<file path="src/rtl/move_scan.sv">
// move_scan: walks the all_moves list, evaluates each move and keeps the best one for the side to move.
//   in : clk, reset_n (async active-low), moves_ready, move_count, mate, stalemate,
//        white_to_move, eval, eval_valid
//   out: move_index, eval_start, clear_eval, clear_moves, best_index, best_eval,
//        status (0 ok, 1 mate, 2 stalemate, 3 eval timeout), scan_done, busy
module move_scan #(
    parameter int MAX_POSITIONS_LOG2 = 8,
    parameter int EVAL_WIDTH         = 22,
    parameter int RAM_LATENCY        = 1,
    parameter int EVAL_TIMEOUT       = 256
) (
    input  logic                                clk,
    input  logic                                reset_n,
    input  logic                                moves_ready,
    input  logic [MAX_POSITIONS_LOG2-1:0]       move_count,
    input  logic                                mate,
    input  logic                                stalemate,
    input  logic                                white_to_move,
    input  logic signed [EVAL_WIDTH-1:0]        eval,
    input  logic                                eval_valid,
    output logic [MAX_POSITIONS_LOG2-1:0]       move_index,
    output logic                                eval_start,
    output logic                                clear_eval,
    output logic                                clear_moves,
    output logic [MAX_POSITIONS_LOG2-1:0]       best_index,
    output logic signed [EVAL_WIDTH-1:0]        best_eval,
    output logic [1:0]                          status,
    output logic                                scan_done,
    output logic                                busy
);
    localparam int MW   = MAX_POSITIONS_LOG2;
    localparam int WD_W = EVAL_TIMEOUT > 1 ? $clog2(EVAL_TIMEOUT) : 1;

    localparam logic [2:0] IDLE      = 3'd0;
    localparam logic [2:0] ADDR      = 3'd1;
    localparam logic [2:0] EVAL_WAIT = 3'd2;
    localparam logic [2:0] COMPARE   = 3'd3;
    localparam logic [2:0] DONE      = 3'd4;
    localparam logic [2:0] FLUSH     = 3'd5;

    logic [2:0]                  state_q, state_d;
    logic [2:0]                  lat_q, lat_d;
    logic [WD_W-1:0]             wd_q, wd_d;
    logic [MW-1:0]               move_index_q, move_index_d;
    logic [MW-1:0]               best_index_q, best_index_d;
    logic signed [EVAL_WIDTH-1:0] best_eval_q, best_eval_d;
    logic [1:0]                  status_q, status_d;
    logic                        first_q, first_d;
    logic                        take;
    logic [MW:0]                 next_index;

    // one extra bit so move_index+1 never wraps before comparing with move_count
    assign next_index = {1'b0, move_index_q} + 1'b1;

    always_comb begin
        state_d      = state_q;
        lat_d        = lat_q;
        wd_d         = wd_q;
        move_index_d = move_index_q;
        best_index_d = best_index_q;
        best_eval_d  = best_eval_q;
        status_d     = status_q;
        first_d      = first_q;
        eval_start   = 1'b0;
        clear_eval   = 1'b0;
        take         = 1'b0;
        case (state_q)
            IDLE: begin
                move_index_d = '0;
                if (moves_ready) begin
                    if (move_count == '0) begin
                        state_d  = DONE;
                        status_d = mate ? 2'd1 : 2'd2;
                    end else begin
                        state_d  = ADDR;
                        lat_d    = '0;
                        status_d = 2'd0;
                        first_d  = 1'b1;
                    end
                end
            end
            ADDR: begin
                lat_d = lat_q + 3'd1;
                if (lat_q == 3'(RAM_LATENCY - 1)) begin
                    eval_start = 1'b1;
                    state_d    = EVAL_WAIT;
                    wd_d       = '0;
                end
            end
            EVAL_WAIT: begin
                wd_d = wd_q + 1'b1;
                if (eval_valid) begin
                    state_d = COMPARE;
                end else if (EVAL_TIMEOUT != 0 && wd_q == WD_W'(EVAL_TIMEOUT - 1)) begin
                    status_d   = 2'd3;
                    clear_eval = 1'b1;
                    state_d    = DONE;
                end
            end
            COMPARE: begin
                // strict compare: equal evals keep the earlier move
                take       = first_q || (white_to_move ? (eval > best_eval_q) : (eval < best_eval_q));
                clear_eval = 1'b1;
                if (take) begin
                    best_index_d = move_index_q;
                    best_eval_d  = eval;
                    first_d      = 1'b0;
                end
                if (next_index < {1'b0, move_count}) begin
                    move_index_d = next_index[MW-1:0];
                    lat_d        = '0;
                    state_d      = ADDR;
                end else begin
                    state_d = DONE;
                end
            end
            DONE:    state_d = FLUSH;
            FLUSH:   state_d = IDLE;
            default: state_d = IDLE;
        endcase
    end

    always_ff @(posedge clk or negedge reset_n) begin
        if (!reset_n) begin
            state_q      <= IDLE;
            lat_q        <= '0;
            wd_q         <= '0;
            move_index_q <= '0;
            best_index_q <= '0;
            best_eval_q  <= '0;
            status_q     <= '0;
            first_q      <= 1'b0;
        end else begin
            state_q      <= state_d;
            lat_q        <= lat_d;
            wd_q         <= wd_d;
            move_index_q <= move_index_d;
            best_index_q <= best_index_d;
            best_eval_q  <= best_eval_d;
            status_q     <= status_d;
            first_q      <= first_d;
        end
    end

    assign move_index  = move_index_q;
    assign best_index  = best_index_q;
    assign best_eval   = best_eval_q;
    assign status      = status_q;
    assign scan_done   = state_q == DONE;
    assign clear_moves = state_q == DONE;
    assign busy        = state_q != IDLE;
endmodule

</file>
<file path="config.mk">
export PLATFORM = sky130hd
export DESIGN_NAME = move_scan
export DESIGN_NICKNAME = d
export VERILOG_FILES = /design/src/rtl/move_scan.sv
export SDC_FILE = /design/constraint.sdc
export NUM_CORES = 1
export LEC_CHECK = 0
export CAP_MARGIN = 0
export CORE_MARGIN = 2
export CORE_UTILIZATION = 50
export CTS_CLUSTER_DIAMETER = 60
export DETAILED_ROUTE_END_ITERATION = 8
export DONT_BUFFER_PORTS = 1
export GPL_TIMING_DRIVEN = 0
export PLACE_DENSITY_LB_ADDON = 0.05
export SETUP_SLACK_MARGIN = 0.3
export SYNTH_ARGS = -nofsm -noshare
export SYNTH_HDL_FRONTEND = slang
export SYNTH_SLANG_ARGS = --single-unit
export TNS_END_PERCENT = 30
</file>
<file path="constraint.sdc">
create_clock -name clk -period 6.4 [get_ports clk]
set_input_delay 0.64 -clock clk [delete_from_list [all_inputs] [get_ports clk]]
set_output_delay 0.64 -clock clk [all_outputs]
set_load 0.02 [all_outputs]
</file>
==> impl_metrics.csv, run 1 <==
group,metric,value,unit
outcome,outcome,"finished clean",
synthesis,seq_area_frac_synth,32.0,%
final_layout,fillers,786,
place,place_hpwl,8.08,mm
synthesis,synth-edff-count,0,
route,vias,4073,
global_route,grt_pass1_vias,4071,
timing,slew-limit-headroom,50.4,%
clocking,cts.sink_count,55,
global_route,overflow,0,
global_route,grt_pass1_wl,19.0,mm
route,drc_errors,0,
floorplan,io_pins,82,
place,gp_congestion,0.833,
floorplan,core_area,8260,µm²
final_layout,layout.cells.most_common_list,"nand2_1 (126), dfrtp_1 (55), o21ai_0 (50)",
clocking,clk_latency,0.32,ns
final_layout,nets,629,
timing,tightest_slew,0.738,ns
final_layout,final_common_cell,"nand2_1",
synthesis,mappedNetlistNets,620,
power,ir_drop,0.194,mV
timing,final_max_slew_viol_count,0,
floorplan,die_x,96.7,µm
job,maxCapViolCount,0,
final_layout,diodes,0,
clocking,clk_pin_slew_worst_paths,0.11,ns
floorplan,dieArea,9350,µm²
route,wirelength,11.4,mm
timing,finalSetupViolations,0,
setup_path,start_kind,"register",
power,power_density,362,nW/µm²
synthesis,synthFlopType,"dfrtp_1",
synthesis,avgSynthCellArea,7.81,µm²
setup_path,r2r_slack,3.50,ns
timing,finalHoldViolations,0,
timing,setup_ws,3.50,ns
route,dr.pass1.iters,4,
timing,max_freq,0.344,GHz
setup_path,crit_path_max_fanout,9,
synthesis,ys_async_sr_fraction,100,%
setup_path,worstSetupPathType,"reg2reg",
final_layout,design_area,4560,µm²
synthesis,yosysUniqueCellTypes,47,
clocking,cts_tree,"yes",
clocking,cts_buffer_depth,2,
global_route,grt_util_all_layers,24.2,%
power,power,1.65,mW
clocking,cts_setup_buffers,0,
floorplan,initial_utilization,52.0,%
place,post_dp_cell_area,4430,µm²
min_path,hold_path_class,"in2async",
setup_path,reg2reg_from,"move_index[0]$_DFFE_PN0P_",
route,wl_per_cell,17.1,µm
clocking,cts_hold_buf,2,
clocking,htreeDepth,2,
timing,post-route-period-util,45.4,%
global_route,grt_start_max_net_pins,54,
clocking,cts_buffers,5,
floorplan,rows,33,
synthesis,synthCells,550,
setup_path,reg2reg_depth,11,
clocking,root_buffer,"clkbuf_8",
final_layout,area_growth,6.06,%
timing,fin_worst_skew,0.00845,ns
setup_path,end_kind,"register",
setup_path,cp_data_arrival_time,3.11,ns
synthesis,syn_area,4300,µm²
setup_path,cp.required,6.61,ns
timing,rsz0062_at_grt,"false",
final_layout,drive_above_1_share,7.32,%
power,p_leak,2.13,nW
clocking,post_cts_resized,0,
synthesis,yosysWarningCount,0,
timing,tns,0,ns
route,antenna_left,0,
route,viasPerCell,6.12,
setup_path,reg2reg_to,"lat_q[1]$_DFFE_PN0P_",
place,io_buffer_count,0,
floorplan,die_h,96.7,µm
global_route,antenna_found_initial,0,
route,drt-initial-drc-count,254,
place,dpl_worst_slack,3.50,ns
synthesis,ys_ff_latch,55,
timing,fin_crit,2.90,ns
## Yosys cell counts (3+ instances only)
cell	n	share of area, %
inv_1	40	3.5
o2bb2ai_1	30	6.1
xnor2_1	3	0.61
nand4_1	6	0.87
a21o_1	7	1.2
nand2b_1	3	0.44
nand2_1	126	11
a21oi_1	20	2.3
a211o_1	30	6.1
clkbuf_1	18	1.6
and3_1	6	0.87
ha_1	33	9.6
nor2_1	12	1.0
o21a_1	4	0.70
nor3_1	4	0.47
dfrtp_1	55	32
o21ai_0	50	5.8
o31ai_1	3	0.52
buf_4	3	0.52
nand3_1	48	5.6
buf_2	14	1.6
## cells by family (layout without fill, tap and decap cells)
family | count (synthesis) | in the layout | synth area share, %
simple gates | 219 | 219 | 23.1
xor+xnor | 5 | 5 | 1.02
fa+ha+maj | 33 | 33 | 9.61
compound gates | 159 | 159 | 26.0
buf+inv | 76 | 86 | 7.48
flops | 55 | 55 | 32.0
mux | 3 | 3 | 0.757
## how the worst max path moves through the flow
stage                                   start                   end  cells past startpoint
floorplan           move_index[0]$_DFFE_PN0P_  lat_q[1]$_DFFE_PN0P_                     11
global placement    move_index[0]$_DFFE_PN0P_  lat_q[1]$_DFFE_PN0P_                     11
detailed placement  move_index[0]$_DFFE_PN0P_  lat_q[1]$_DFFE_PN0P_                     11
CTS                 move_index[0]$_DFFE_PN0P_  lat_q[1]$_DFFE_PN0P_                     11
global route        move_index[0]$_DFFE_PN0P_  lat_q[1]$_DFFE_PN0P_                     11
finish              move_index[0]$_DFFE_PN0P_  lat_q[1]$_DFFE_PN0P_                     11
## per-layer routing
layer	GRT usage [%]	up-vias	part of all wire [%]
met1	30.4	1959	43
met4	8.88	0	1.7
met2	40.5	133	48
met5	0	-	0
met3	5.85	13	7.1
li1	-	1968	-
## registers in the layout (all words and copies together) (netlist names)
register	cells
best_eval	22
best_index	8
first_q	1
lat_q	3
move_index	8
state_q	3
status	2
wd_q	8
## worst max-delay path, cell delays in order (launching register included)
cell      delay, ns
dfrtp_1        0.62
ha_1           0.29
nand3_1        0.14
or2_2          0.33
nand2_1        0.08
ha_1           0.23
a21o_1         0.16
a21oi_1        0.14
o21a_1         0.17
nand3_1        0.15
a211oi_1       0.35
o21ai_0        0.13
## layout make-up
| type | instances | area [µm²] | share of cell area, % |
|---|---|---|---|
| Inverter | 40 | 150 | 3.29 |
| Timing Repair Buffer | 2 | 37.5 | 0.823 |
| Tap cell | 105 | 131 | 2.88 |
| Multi-Input combinational cell | 419 | 2600 | 57.0 |
| Clock buffer | 5 | 68.8 | 1.51 |
| Buffer | 36 | 171 | 3.76 |
| Clock inverter | 3 | 22.5 | 0.494 |
| Sequential cell | 55 | 1380 | 30.2 |
## report_power, final
part	switching (mW)	internal, mW	leakage (nW)
Sequential	0.199	0.446	0.725
Combinational	0.488	0.306	1.36
Clock	0.132	0.0798	0.0489
## stage by stage
step	util (%)	hold WS, ns	instances
global placement	53.6	0.346	655
finish	55.2	0.173	665
detailed placement	53.6	0.346	655
CTS	55.2	0.179	665
floorplan	-	0.344	550
global route	55.2	0.182	665
No activity file was read; power rests on OpenSTA's default activity.
==> run 2: changes to the inputs <==
clock period = 2.84 ns   (was 6.4 ns; I/O delays follow)
==> run 2 against run 1 <==
Compared with the run above: design area is 2.9% higher; non-clock buffer count is 1 higher; die area stayed put; global-route usage is 0.48 points higher; hold slack worse by 0.0043 ns; wire length is 2.3% higher; power is 130% higher; core utilization is 1.6 points higher; register-to-register slack worse by 3.3 ns; first-iteration DRC count is 16% higher; sequential share of layout area is 0.69 points lower; clock skew is 0.0035 ns lower; critical endpoint is now state_q[0]$_DFFE_PN0P_; highest routed layer unchanged.
==> impl_metrics.csv, run 2 (synthesis results as in run 1) <==
group,metric,value,unit
outcome,outcome,"finished clean",
place,dp.cells,655,
job,maxCapViolCount,0,
final_layout,largest_reg_flops,22,
route,wl_met2,5.69,mm
timing,final_max_slew_viol_count,0,
final_layout,nets,630,
setup_path,r2r_slack,0.21,ns
setup_path,end_kind,"register",
global_route,antenna_found_initial,0,
place,place_hpwl,8.08,mm
timing,post-route-period-util,92.5,%
clocking,clk_pin_slew_worst_paths,0.11,ns
power,p_leak,2.14,nW
global_route,grt_start_max_net_pins,56,
route,antenna_left,0,
setup_path,slowest_stage,"dfrtp_2",
place,gp_congestion,0.833,
clocking,cts_buffer_depth,2,
floorplan,die_h,96.7,µm
final_layout,layout.cells.most_common_list,"nand2_1 (125), o21ai_0 (49), dfrtp_1 (49)",
route,wl_per_cell,17.5,µm
setup_path,cp_data_arrival_time,2.83,ns
setup_path,worstPathCellList,"and3_4 -> and3_4 -> nand3_4 -> xnor2_2 -> ha_1 -> o211ai_1 -> a21oi_2 -> o31ai_4 -> and3_1 -> buf_6 -> nor2_1 -> o32ai_1",
global_route,grt_pass1_wl,19.5,mm
route,wirelength,11.7,mm
setup_path,critical-path-top-delay-family,"simple AND/OR/NAND/NOR gates",
timing,slew-limit-headroom,50.5,%
timing,rsz0062_at_grt,"true",
power,ir_drop,0.435,mV
floorplan,rows,33,
final_layout,area_growth,9.14,%
clocking,cts_tree,"yes",
floorplan,dieArea,9350,µm²
clocking,htreeDepth,2,
setup_path,cp.required,3.04,ns
clocking,root_buffer,"clkbuf_8",
route,vias,4118,
clocking,clk_latency,0.32,ns
route,top_layer_used,"met4",
setup_path,max_stage_delay,0.54,ns
global_route,overflow,0,
floorplan,core_area,8260,µm²
place,io_buffer_count,0,
setup_path,critPathMostFrequentCell,"and3_4",
timing,fin_worst_skew,0.00498,ns
timing,finalSetupViolations,0,
final_layout,diodes,0,
final_layout,final_common_cell,"nand2_1",
timing,fin_crit,2.63,ns
route,viasPerCell,6.18,
power,power_density,806,nW/µm²
setup_path,crit_path_max_fanout,8,
route,dr.pass1.iters,6,
route,drc_errors,0,
route,dr_wl_met3,871,µm
route,wl_met1,4.94,mm
floorplan,io_pins,82,
timing,max_freq,0.381,GHz
floorplan,die_x,96.7,µm
global_route,grt_pass1_vias,4135,
clocking,cts.sink_count,55,
timing,tightest_slew,0.737,ns
floorplan,initial_utilization,52.0,%
clocking,cts_buffers,5,
final_layout,fin_cells,666,
timing,whs,0.169,ns
setup_path,start_kind,"register",
setup_path,worstSetupPathType,"reg2reg",
timing,tns,0,ns
timing,finalHoldViolations,0,
route,drt-initial-drc-count,295,
final_layout,drive_above_1_share,10.9,%
min_path,hold_path_class,"in2reg",
global_route,grt_util_all_layers,24.7,%
setup_path,cp_num_buf_inv,1,
==> run 2: changes by cell type in the layout (fill, tap and decap cells not counted), sizes merged <==
| cell | previous run | this run |
|---|---|---|
| buf | 19 | 20 |
==> run 2: area by class of cell <==
type,count,area (µm²)
Clock inverter,3,22.5
Buffer,36,173
Fill cell,765,3570
Tap cell,105,131
Timing Repair Buffer,3,41.3
Inverter,40,150
Sequential cell,55,1380
Clock buffer,5,68.8
Multi-Input combinational cell,419,2720
==> run 2: per-stage QoR <==
step	utilization, %	total power [mW]	area [µm²]	worst slack [ns]
after CTS	56.4	3.76	4660	0.279
after global placement	53.6	3.18	4430	-0.0230
after floorplan	-	2.80	4300	0.323
final	56.8	3.78	4690	0.212
after detailed placement	53.6	3.23	4430	-0.0554
after global routing	56.8	4.11	4690	0.0648
==> run 2: layer usage <==
| layer | track usage [%] | up-vias |
|---|---|---|
| li1 | - | 1970 |
| met1 | 31.1 | 1990 |
| met2 | 41.6 | 145 |
| met3 | 5.78 | 13 |
| met4 | 8.45 | 0 |
| met5 | 0 | - |
==> run 2: worst paths after layout <==
path | start | endpoint | cells past startpoint
min | moves_ready | first_q$_DFFE_PN0P_ | 2
min in group asynchronous | reset_n | best_eval[11]$_DFFE_PN0P_ | 2
max reg2reg | move_index[2]$_DFFE_PN0P_ | state_q[0]$_DFFE_PN0P_ | 12
max | move_index[2]$_DFFE_PN0P_ | state_q[0]$_DFFE_PN0P_ | 12
min reg2reg | wd_q[7]$_DFFE_PN0P_ | wd_q[7]$_DFFE_PN0P_ | 1
max in group asynchronous | reset_n | best_eval[21]$_DFFE_PN0P_ | 2
==> run 2: timing repair <==
action	in CTS	in global routing
pin swaps	10	10
endpoints found under the setup margin	13	43
hold buffers	2	0
endpoints found under the hold margin	55	0
setup buffers	1	0
gates resized for setup	20	9
==> run 2: power breakdown <==
part / switching [mW] / internal [mW] / total (mW)
Sequential: 0.449 / 1.01 / 1.46
Combinational: 1.13 / 0.712 / 1.85
Clock: 0.299 / 0.180 / 0.479
Total: 1.88 / 1.90 / 3.78
==> run 3: changes to the inputs <==
RECOVER_POWER = 25   (was default)
==> run 3 against run 2 <==
Compared with the run above: power about the same; clock-buffer cell count unchanged; critical path type unchanged; worst setup slack gained 0.0033 ns; maximum frequency is 0.12% higher; sequential cell count did not move.
==> impl_metrics.csv, run 3 (synthesis results as in run 1) <==
group,metric,value,unit
final_layout,fin_cells,666,
setup_path,reg2reg_from,"move_index[2]$_DFFE_PN0P_",
job,maxCapViolCount,0,
setup_path,max_stage_delay,0.54,ns
route,viasPerCell,6.18,
power,power_density,810,nW/µm²
min_path,hp-start,"moves_ready",
setup_path,crit_path_max_fanout,8,
floorplan,rows,33,
min_path,min_to,"first_q$_DFFE_PN0P_",
timing,whs,0.169,ns
timing,fin_crit,2.62,ns
min_path,min_path_cells,2,
final_layout,fillers,768,
final_layout,final_common_cell,"nand2_1",
setup_path,cp.required,3.04,ns
place,dp.cells,655,
floorplan,dieArea,9350,µm²
clocking,cts_buffers,5,
power,ir_drop,0.435,mV
route,wl_per_cell,17.6,µm
setup_path,r2r_slack,0.22,ns
floorplan,die_h,96.7,µm
timing,rsz0062_at_grt,"true",
clocking,clk_latency,0.32,ns
setup_path,worstSetupPathType,"reg2reg",
floorplan,io_pins,82,
clocking,root_buffer,"clkbuf_8",
clocking,cts_buffer_depth,2,
clocking,cts.sink_count,55,
place,post_dp_cell_area,4430,µm²
timing,tightest_slew,1.48,ns
setup_path,slowest_stage,"dfrtp_2",
setup_path,cp_data_arrival_time,2.82,ns
setup_path,worstPathCellList,"and3_4 -> and3_4 -> nand3_4 -> xnor2_2 -> ha_1 -> o211ai_1 -> a21oi_2 -> o31ai_4 -> and3_1 -> buf_6 -> nor2_1 -> o32ai_1",
floorplan,die_x,96.7,µm
place,gp_congestion,0.833,
timing,post-route-period-util,92.4,%
setup_path,end_kind,"register",
min_path,hold_path_class,"in2reg",
global_route,grt_start_max_net_pins,56,
route,drc_errors,0,
global_route,antenna_found_initial,0,
clocking,clk_pin_slew_worst_paths,0.11,ns
clocking,cts_tree,"yes",
clocking,htreeDepth,2,
timing,finalHoldViolations,0,
power,p_leak,2.13,nW
floorplan,core_area,8260,µm²
setup_path,critPathMostFrequentCell,"and3_4",
route,vias,4117,
setup_path,reg2reg_to,"state_q[0]$_DFFE_PN0P_",
final_layout,diodes,0,
global_route,grt_pass1_vias,4135,
route,wirelength,11.7,mm
final_layout,largest_reg_flops,22,
final_layout,layout.cells.most_common_list,"nand2_1 (125), o21ai_0 (49), dfrtp_1 (49)",
place,place_hpwl,8.08,mm
route,dr.pass1.iters,4,
route,drt-initial-drc-count,305,
power,power,3.78,mW
place,io_buffer_count,0,
final_layout,drive_above_1_share,10.9,%
timing,slew-limit-headroom,1.59,%
global_route,grt_pass1_wl,19.5,mm
final_layout,nets,630,
global_route,overflow,0,
final_layout,area_growth,8.62,%
timing,final_max_slew_viol_count,0,
timing,finalSetupViolations,0,
timing,fin_worst_skew,0.00829,ns
outcome,outcome,"finished clean",
timing,max_freq,0.381,GHz
setup_path,reg2reg_depth,12,
route,antenna_left,0,
final_layout,design_area,4670,µm²
floorplan,initial_utilization,52.0,%
global_route,grt_util_all_layers,24.7,%
setup_path,start_kind,"register",
## run 3: worst max-delay path: cells and delay by family (launching register included)
kind | cells | cell delay [ns]
compound gates | 4 | 0.49
xor+xnor | 1 | 0.17
fa+ha+maj | 1 | 0.33
buf+inv | 1 | 0.14
flops | 1 | 0.54
simple gates | 5 | 0.84
## run 3: through the flow
step	setup WS, ns	setup TNS, ns	utilization [%]
6_report	0.216	0	56.5
5_1_grt	0.0648	0	56.5
4_1_cts	0.279	0	56.4
3_5_place_dp	-0.0554	-0.0724	53.6
3_3_place_gp	-0.0230	-0.0400	53.6
2_1_floorplan	0.323	0	-
## run 3: layout make-up
cell class	count	area [µm²]	share of cell area, %
clock buffer	5	68.8	1.47
inverter	40	150	3.22
timing repair buffer	3	18.8	0.402
tap	105	131	2.81
buffer	36	173	3.70
clock inverter	3	22.5	0.482
sequential	55	1380	29.6
multi-input combinational	419	2720	58.3
## run 3: worst max-delay path by stage
stage | from | to | slack [ns] | cells past startpoint
floorplan | move_index[0]$_DFFE_PN0P_ | lat_q[1]$_DFFE_PN0P_ | 0.32 | 11
global placement | move_index[0]$_DFFE_PN0P_ | lat_q[1]$_DFFE_PN0P_ | -0.02 | 11
detailed placement | move_index[0]$_DFFE_PN0P_ | lat_q[1]$_DFFE_PN0P_ | -0.06 | 11
CTS | move_index[2]$_DFFE_PN0P_ | state_q[0]$_DFFE_PN0P_ | 0.28 | 12
global route | move_index[2]$_DFFE_PN0P_ | state_q[0]$_DFFE_PN0P_ | 0.06 | 12
finish | move_index[2]$_DFFE_PN0P_ | state_q[0]$_DFFE_PN0P_ | 0.22 | 12
## run 3: repair_timing
action,CTS,global route
pin swaps,10,10
resized for setup,20,9
hold endpoints to repair,55,0
endpoints found under the setup margin,13,43
hold buffers,2,0
setup buffers,1,0
## run 3: metal layers
layer | up-vias | wire (µm) | global-route usage [%]
li1 | 1971 | - | -
met1 | 1993 | 4930 | 31.1
met2 | 139 | 5730 | 41.6
met3 | 14 | 871 | 5.78
met4 | 0 | 161 | 8.45
met5 | - | 0 | 0
## run 3: report_power, final
group,switching [mW],internal (mW),total (mW)
Clock,0.301,0.180,0.481
Sequential,0.449,1.01,1.46
Combinational,1.14,0.709,1.84
Total,1.88,1.90,3.78
